`config.mk`:
```
export PLATFORM = sky130hd
export DESIGN_NAME = wb_ctrl
export DESIGN_NICKNAME = d
export VERILOG_FILES = /design/src/rtl/wb_pkg.sv /design/src/rtl/wb_wait_cnt.sv /design/src/rtl/wb_ctrl.sv
export SDC_FILE = /design/constraint.sdc
export NUM_CORES = 1
export LEC_CHECK = 0
export ABC_AREA = 1
export CORE_UTILIZATION = 45
export CTS_CLUSTER_DIAMETER = 40
export DETAILED_ROUTE_END_ITERATION = 8
export GPL_TIMING_DRIVEN = 1
export PLACE_DENSITY = 0.82
export SLEW_MARGIN = 10
export SYNTH_ARGS = -nofsm -noshare
export SYNTH_HDL_FRONTEND = slang
export SYNTH_HIERARCHICAL = 1
export SYNTH_SLANG_ARGS = --single-unit
```
`constraint.sdc`:
```
create_clock -name clk -period 1.6 [get_ports clk]
set_input_delay 0.16 -clock clk [delete_from_list [all_inputs] [get_ports clk]]
set_output_delay 0.16 -clock clk [all_outputs]
set_load 0.02 [all_outputs]
```
`src/rtl/wb_pkg.sv`:
```
// -----------------------------------------------------------------------------
// wb_pkg
// Shared definitions for the write-back sequencer:
//   - MemtoReg source code constants (the mux input numbering)
//   - default timing/legality parameters
//   - FSM state encoding
//   - is_legal_src(): source-code legality check used at request acceptance
// -----------------------------------------------------------------------------
package wb_pkg;

    // MemtoReg mux input numbering
    localparam logic [3:0] SRC_ALUOUT   = 4'd0;
    localparam logic [3:0] SRC_MDR      = 4'd1;
    localparam logic [3:0] SRC_CONST227 = 4'd2;
    localparam logic [3:0] SRC_3        = 4'd3;
    localparam logic [3:0] SRC_4        = 4'd4;
    localparam logic [3:0] SRC_5        = 4'd5;
    localparam logic [3:0] SRC_6        = 4'd6;
    localparam logic [3:0] SRC_RSVD     = 4'd7;
    localparam logic [3:0] SRC_8        = 4'd8;

    // Defaults for the wb_ctrl parameters
    localparam int         MEM_WAIT_DEF = 2;
    localparam logic [3:0] MEM_SRC_DEF  = SRC_MDR;
    localparam logic [3:0] MAX_SRC_DEF  = SRC_8;

    // Sequencer states
    typedef enum logic [1:0] {
        IDLE  = 2'd0,
        WAIT  = 2'd1,
        WRITE = 2'd2
    } wb_state_e;

    // Code 7 is a hole in the mux numbering; anything above max_src has no mux input.
    function automatic logic is_legal_src(input logic [3:0] src, input logic [3:0] max_src);
        return (src != SRC_RSVD) && (src <= max_src);
    endfunction

endpackage

```
`src/rtl/wb_wait_cnt.sv`:
```
// -----------------------------------------------------------------------------
// wb_wait_cnt
// Loadable down-counter that times the memory latency of load write-backs.
// Saturates at zero; zero flag is decoded from the count register.
// Ports:
//   clk       in   system clock, rising edge
//   reset     in   synchronous active-high reset (count -> 0)
//   clr       in   synchronous clear (count -> 0), used on squash
//   load      in   load load_val (wins over dec)
//   load_val  in   value to load [W-1:0]
//   dec       in   decrement by one when non-zero
//   zero      out  count register equals zero
// -----------------------------------------------------------------------------
module wb_wait_cnt #(
    parameter int W = 2
) (
    input  logic         clk,
    input  logic         reset,
    input  logic         clr,
    input  logic         load,
    input  logic [W-1:0] load_val,
    input  logic         dec,
    output logic         zero
);

    logic [W-1:0] cnt_d;
    logic [W-1:0] cnt_q;

    // Next-count selection: clear, load, decrement (saturating) or hold
    always_comb begin
        cnt_d = cnt_q;
        if (clr) begin
            cnt_d = {W{1'b0}};
        end else if (load) begin
            cnt_d = load_val;
        end else if (dec && (cnt_q != {W{1'b0}})) begin
            cnt_d = cnt_q - {{(W-1){1'b0}}, 1'b1};
        end else begin
            cnt_d = cnt_q;
        end
    end

    // Count register
    always_ff @(posedge clk) begin
        if (reset) begin
            cnt_q <= {W{1'b0}};
        end else begin
            cnt_q <= cnt_d;
        end
    end

    assign zero = (cnt_q == {W{1'b0}});

endmodule

```
`src/rtl/wb_ctrl.sv`:
```
// -----------------------------------------------------------------------------
// wb_ctrl
// Write-back sequencer in front of the MemtoReg mux and the register bank.
// Takes one request at a time, waits out load latency for the memory source,
// then raises RegWrite for exactly one cycle. All outputs are registered.
//
// Parameters:
//   MEM_WAIT  cycles from acceptance until load data is valid at mux input 1
//   MEM_SRC   source code that needs the MEM_WAIT delay
//   MAX_SRC   highest legal source code (7 is always illegal)
// Ports:
//   clk, reset            clock, synchronous active-high reset
//   wb_valid/wb_ready     request handshake (ready only in IDLE)
//   wb_src, wb_dst        request payload, latched at acceptance
//   flush                 squash pending write-back / block acceptance
//   MemtoReg, WriteReg    latched select and address, held until next accept
//   RegWrite              one-cycle write enable (suppressed for $0)
//   wb_done               one-cycle pulse when a request retires
//   wb_err                one-cycle pulse when an illegal source is rejected
// Optional build macro WB_PENDING_EN adds pend_valid/pend_reg, which flag the
// in-flight destination register so the decoder can stall on RAW hazards.
// -----------------------------------------------------------------------------
module wb_ctrl
    import wb_pkg::*;
#(
    parameter int         MEM_WAIT = MEM_WAIT_DEF,
    parameter logic [3:0] MEM_SRC  = MEM_SRC_DEF,
    parameter logic [3:0] MAX_SRC  = MAX_SRC_DEF
) (
    input  logic       clk,
    input  logic       reset,
    input  logic       wb_valid,
    output logic       wb_ready,
    input  logic [3:0] wb_src,
    input  logic [4:0] wb_dst,
    input  logic       flush,
    output logic [3:0] MemtoReg,
    output logic       RegWrite,
    output logic [4:0] WriteReg,
    output logic       wb_done,
    output logic       wb_err
`ifdef WB_PENDING_EN
    ,
    output logic       pend_valid,
    output logic [4:0] pend_reg
`endif
);

    // Counter sized for MEM_WAIT-1; at least one bit so MEM_WAIT of 0/1 still elaborates.
    localparam int            CW       = (MEM_WAIT > 1) ? $clog2(MEM_WAIT) : 1;
    localparam logic [CW-1:0] LOAD_VAL = (MEM_WAIT > 0) ? CW'(MEM_WAIT - 1) : {CW{1'b0}};
    localparam logic          HAS_WAIT = (MEM_WAIT > 0);

    wb_state_e  state_d,     state_q;
    logic [3:0] memto_reg_d, memto_reg_q;
    logic [4:0] write_reg_d, write_reg_q;
    logic       reg_write_d, reg_write_q;
    logic       wb_done_d,   wb_done_q;
    logic       wb_err_d,    wb_err_q;
    logic       wb_ready_d,  wb_ready_q;
`ifdef WB_PENDING_EN
    logic       pend_valid_d, pend_valid_q;
`endif

    logic       cnt_load_s;
    logic       cnt_dec_s;
    logic       cnt_zero_s;

    wb_wait_cnt #(
        .W (CW)
    ) u_wait_cnt (
        .clk      (clk),
        .reset    (reset),
        .clr      (flush),
        .load     (cnt_load_s),
        .load_val (LOAD_VAL),
        .dec      (cnt_dec_s),
        .zero     (cnt_zero_s)
    );

    // Next-state and next-output decode. Outputs are computed for the state being
    // entered, so RegWrite/wb_done are high during the WRITE cycle itself.
    always_comb begin
        state_d     = state_q;
        memto_reg_d = memto_reg_q;
        write_reg_d = write_reg_q;
        reg_write_d = 1'b0;
        wb_done_d   = 1'b0;
        wb_err_d    = 1'b0;
        cnt_load_s  = 1'b0;
        cnt_dec_s   = 1'b0;

        case (state_q)
            IDLE: begin
                // flush in IDLE blocks acceptance for this edge
                if (flush) begin
                    state_d = IDLE;
                end else if (wb_valid && wb_ready_q) begin
                    if (!is_legal_src(wb_src, MAX_SRC)) begin
                        // rejected: latched select/address are left untouched
                        wb_err_d = 1'b1;
                        state_d  = IDLE;
                    end else begin
                        memto_reg_d = wb_src;
                        write_reg_d = wb_dst;
                        if (HAS_WAIT && (wb_src == MEM_SRC)) begin
                            state_d    = WAIT;
                            cnt_load_s = 1'b1;
                        end else begin
                            state_d     = WRITE;
                            reg_write_d = (wb_dst != 5'd0);
                            wb_done_d   = 1'b1;
                        end
                    end
                end else begin
                    state_d = IDLE;
                end
            end
            WAIT: begin
                // a flush seen here is the last chance to squash before RegWrite rises
                if (flush) begin
                    state_d = IDLE;
                end else if (cnt_zero_s) begin
                    state_d     = WRITE;
                    reg_write_d = (write_reg_q != 5'd0);
                    wb_done_d   = 1'b1;
                end else begin
                    state_d   = WAIT;
                    cnt_dec_s = 1'b1;
                end
            end
            WRITE: begin
                // the write already happened this cycle; flush or not, we return to IDLE
                state_d = IDLE;
            end
            default: begin
                state_d = IDLE;
            end
        endcase

        wb_ready_d = (state_d == IDLE);
`ifdef WB_PENDING_EN
        pend_valid_d = (state_d != IDLE);
`endif
    end

    // State and registered outputs
    always_ff @(posedge clk) begin
        if (reset) begin
            state_q     <= IDLE;
            memto_reg_q <= 4'd0;
            write_reg_q <= 5'd0;
            reg_write_q <= 1'b0;
            wb_done_q   <= 1'b0;
            wb_err_q    <= 1'b0;
            wb_ready_q  <= 1'b1;
`ifdef WB_PENDING_EN
            pend_valid_q <= 1'b0;
`endif
        end else begin
            state_q     <= state_d;
            memto_reg_q <= memto_reg_d;
            write_reg_q <= write_reg_d;
            reg_write_q <= reg_write_d;
            wb_done_q   <= wb_done_d;
            wb_err_q    <= wb_err_d;
            wb_ready_q  <= wb_ready_d;
`ifdef WB_PENDING_EN
            pend_valid_q <= pend_valid_d;
`endif
        end
    end

    assign wb_ready = wb_ready_q;
    assign MemtoReg = memto_reg_q;
    assign WriteReg = write_reg_q;
    assign RegWrite = reg_write_q;
    assign wb_done  = wb_done_q;
    assign wb_err   = wb_err_q;
`ifdef WB_PENDING_EN
    assign pend_valid = pend_valid_q;
    assign pend_reg   = write_reg_q;
`endif

endmodule

```
After elaboration in Yosys (flattened, before gate mapping)
Cells that the tools add are included.

word-level totals
  bits in registers = 16
  bits in latches = 0
  memory bits (writable) = 0
  bits in read-only memories = 0
  output and inout port bits = 13
  logic and storage cells = 59
  memories kept = 0

operators by class
  $add $sub $neg = 1
  $mul = 0
  divide/modulo/power cells = 0
  magnitude comparators = 1
  equality and inequality tests = 3
  shifts and indexed selects = 0
  multiplexer cells = 32
  bitwise operators = 3
  reductions and logical operators = 11

operators with widths
  kind                                           count
  2-to-1 mux 1 bit                               23
  2-to-1 mux 2 bit                               6
  nonzero test 5 bit                             2
  == test 4 x 1 -> 1 bit, second input constant  1
  <= comparator 4 bit, second input constant     1
  zero test 2 bit                                2
  != test 4 x 3 -> 1 bit, second input constant  1
  one-hot mux 1 bit (2 select lines)             2
  one-hot mux 2 bit (2 select lines)             1
  AND reduction 4 bit                            1
  OR reduction 4 bit                             1
  logical AND 1 bit                              3
  inverter 1 bit                                 3
  == test 2 x 1 -> 1 bit, second input constant  1
  nonzero test 2 bit                             1
  OR reduction 2 bit                             1
  subtractor 1 bit, second input constant        1

Logic depth before layout (Yosys ltp)
Gate-level depths: netlist of the first run.

  word-level depth = 7
  gate-level depth with buffers = 7
  mapped depth without buffers = 7

Modules after synthesis
The synthesis of the first run kept the hierarchy.

modules (own cells, without submodules)
  module       times used  cells an instance  area each (um^2)  sequential area each (um^2)
  wb_ctrl      1           85                 628.1             280.3
  wb_wait_cnt  1           9                  51.3              20.0

Worst setup path after synthesis of the first run
Ideal clock, no wire load.

  kind = flip-flop to flip-flop
  from = register wb_ready_q (netlist: wb_ready)
  to = register wb_ready_q (netlist: wb_ready)
  library setup time = 0.118 ns
  arrival time = 1.006 ns
  data required time = 1.482 ns
  path slack = 0.476 ns
  stages on the path, launching flop included = 8
  buffers on the path = 0
  path through = dfxtp_1 > nand2_1 > nor2_1 > nand2_1 > nor2_1 > nor2_1 > nand3_1 > nand2_1

on the way
  longest elaborated chain between the ends = 5

ends and longest elaborated chain
  item                                line            source
  from (decl)                         wb_ctrl.sv:60   logic wb_ready_d, wb_ready_q;
  from (signal assigned)              wb_ctrl.sv:167  wb_ready_q <= wb_ready_d;
  logical AND 1 bit                   wb_ctrl.sv:98   end else if (wb_valid && wb_ready_q) begin
  2-to-1 mux 2 bit                    wb_ctrl.sv:98
  2-to-1 mux 2 bit                    wb_ctrl.sv:96   if (flush) begin
  one-hot mux 2 bit (2 select lines)  wb_ctrl.sv:93   case (state_q)
  zero test 2 bit                     wb_ctrl.sv:141  wb_ready_d = (state_d == IDLE);

No other way between the ends.
A chain may end at the register's enable or synchronous reset.

Worst setup path in the final report of the first run
  from = register wb_ready_q (netlist: wb_ready)
  to = output wb_ready

RTL lines
  item       line           source
  to (decl)  wb_ctrl.sv:33  output logic wb_ready,

No word-level cell between the ends.

==> reports/metrics.cfg, run 1 <==
[run_status]
status = finished, final reports clean

[grt]
antenna_found_initial = 0
grt.total_usage_pct = 21.8
gr-total-overflow = 0
first_global_vias = 572
grt_max_degree = 11
grt_pass1_wl_um = 2390

[clocking]
clock_path_buffers = 2
cts_hold_buf = 0
post_cts_buffers = 0
cts_buffers = 3
cts_tree = yes
cts-root-buf = clkbuf_4
cts_sinks = 15
cts_resized = 0
clk_pin_slew_ns = 0.09
htreeDepth = 1
clk_latency_ns = 0.29

[floorplan]
rows = 13
die_y_um = 40.9
core_area_sq_um = 1350
io_pins = 26
die_area_sq_um = 1670
start_util_pct = 50.3
die_w_um = 40.9

[routing]
drc = 0
detail_route.wl_per_cell_um = 10.8
drtIter0Drc = 13
num_vias = 686
drt_first_pass_iters = 4
ant_nets = 0
viasPerCell = 4.97
wl_um = 1490

[synth]
seq_area_frac_synth_pct = 44.2
yosys.area.top_type = dfxtp_1
synth_nets = 107
synthCells = 94
netlist_area_sq_um = 679
ys_types = 18
avgSynthCellArea_sq_um = 7.23
synthTopCellsByArea = dfxtp_1, nor2_1, o21ai_0
ys_seq_elements = 15
synth_top_area_share_pct = 44.2
synth_warnings = 6

[pwr]
p_int_mw = 0.562
pwr-share-seq_pct = 50.9
combPwrFrac_pct = 20.8
pwr-share-clk_pct = 28.3
switching_share_pct = 28.6
power_density_nw_per_um2 = 807
p_switching_mw = 0.226
p_leak_nw = 0.408
vdd_drop_max_mv = 0.659

[setup_path]
crit_chain = clkdlybuf4s50_1
reg2reg_slack_ns = 0.46
cp_max_fo = 3
path_buf_inv = 1
r2r_cells = 6
crit_path_top_delay_cell = clkdlybuf4s50_1
cpLargestDelayFamily = buffers and inverters
cp.required_ns = 1.44
critical_path_arrival_ns = 1.32
slowest_delay_ns = 0.63
cp-start-kind = register
cp-end-kind = output port
crit_type = register to output port
r2r-end = MemtoReg[3]
crit-reg2reg-launch = state_q[0]

[timing]
tns_ns = 0
hold-worst-slack_ns = 0.494
rsz0062_at_grt = false
finClkSkew_ns = 0.000774
hold_viol_final = 0
maxSlewViolCount = 0
setup_viol = 0
fin_crit_sh_pct = 92.8
fin_crit_ns = 1.48
fmax_mhz = 673

[final_layout]
num_antenna_cells = 0
final_nets = 137
drive_gt1_share_pct = 9.76
fillers = 119
syn_to_final_growth_pct = 43.6

[hold_path]
hp-start = MemtoReg[3]
hold_path.class = register to register
min_to = MemtoReg[3]
holdPathStages = 2

[job]
cap_viol_max_count = 0

[place]
io_buffers = 25
dp.final_hpwl_um = 1160
place_congestion = 0.771

synthesized netlist by cell type (all sizes together):
library cell,count
nor2,32
dfxtp,15
nand2,12
inv,11
o21ai,10
nand3,6
a21oi,3
nor3,2
clkinv,1
conb,1
nand4,1
power by group through the flow:
stage	sequential, mW	combinational, mW	clock, mW
2_1_floorplan	0.430	0.0612	0
3_3_place_gp	0.409	0.160	0
3_5_place_dp	0.410	0.163	0
4_1_cts	0.402	0.163	0.228
5_1_grt	0.404	0.179	0.245
6_report	0.401	0.164	0.223
how the worst max path moves through the flow:
stage	from	end	slack, ns	cells past startpoint
finish	wb_ready	wb_ready	0.12	1
global route	wb_ready	wb_ready	0.05	1
CTS	wb_ready	wb_ready	0.10	1
detailed placement	wb_src[1]	WriteReg[3]	0.16	8
global placement	flush	MemtoReg[3]	0.19	7
floorplan	wb_ready	wb_ready	0.48	7
through the flow:
stage / std cells / cell area, sq um / util [%] / total power, mW / setup WS, ns
final: 138 / 976 / 72.3 / 0.788 / 0.115
after global routing: 138 / 976 / 72.3 / 0.828 / 0.0479
after CTS: 138 / 976 / 72.3 / 0.793 / 0.104
after detailed placement: 134 / 948 / 70.3 / 0.573 / 0.157
after global placement: 134 / 948 / 70.3 / 0.569 / 0.186
after floorplan: 94 / 679 / - / 0.491 / 0.476
placed cells by master (no fill, tap or decap):
master,netlist,layout
nand4_1,1,1
clkinv_2,0,1
dfxtp_1,15,15
nor2_8,1,1
conb_1,1,1
nand2_1,10,10
inv_2,1,1
clkinv_4,1,1
nor2_2,1,1
nand2_2,1,1
a21oi_1,3,3
clkbuf_4,0,3
nand3_4,1,1
clkdlybuf4s50_1,0,25
o21ai_0,10,10
inv_1,10,10
nand2_4,1,1
nor3_1,2,2
nand3_1,5,5
nor2_1,29,29
nor2_4,1,1
metal layers:
layer  track usage, %  vias to the layer above  wire [um]
li1                 -                      355          -
met3             5.43                        5         59
met5                0                        -          0
met1             27.3                      302        685
met2             33.6                       24        723
met4             12.5                        0         23
layout make-up:
type	instances	area [sq um]	area share, %
multi-input combinational	67	329	33.7
sequential	15	300	30.8
timing repair buffer	25	250	25.6
inverter	12	50.0	5.13
clock buffer	3	22.5	2.31
tap	15	18.8	1.92
clock inverter	1	5.00	0.513
flip-flops by register name, summed over array words and instances, names as in the netlist:
| name | flops |
|---|---|
| wb_ready | 1 |
| wb_err | 1 |
| MemtoReg | 4 |
| WriteReg | 5 |
| state_q | 2 |
| RegWrite | 1 |
| u_wait_cnt/cnt_q | 1 |
tightest hold or removal path: stages, from the launching register on:
cell	delay, ns
dfxtp_1	0.34
nor2_1	0.05
nor2_1	0.08
cells by family after synthesis:
logic type	share of synthesized area, %
AOI/OAI and AO/OA	9.58
buffers and inverters	7.37
DFF	44.2
other	0.552
and+or+nand+nor	38.3
Note: power is estimated with default switching activity, not from simulation.
==> run 2: changes to the inputs <==
--- a/config.mk
+++ b/config.mk
@@ -6,6 +6,7 @@
 export NUM_CORES = 1
 export LEC_CHECK = 0
 export ABC_AREA = 1
+export ABC_CLOCK_PERIOD_IN_PS = 1600
 export CORE_UTILIZATION = 45
 export CTS_CLUSTER_DIAMETER = 40
 export DETAILED_ROUTE_END_ITERATION = 8
==> results of run 2 <==
The final DEF is identical to that of run 1; final timing and power are the same.
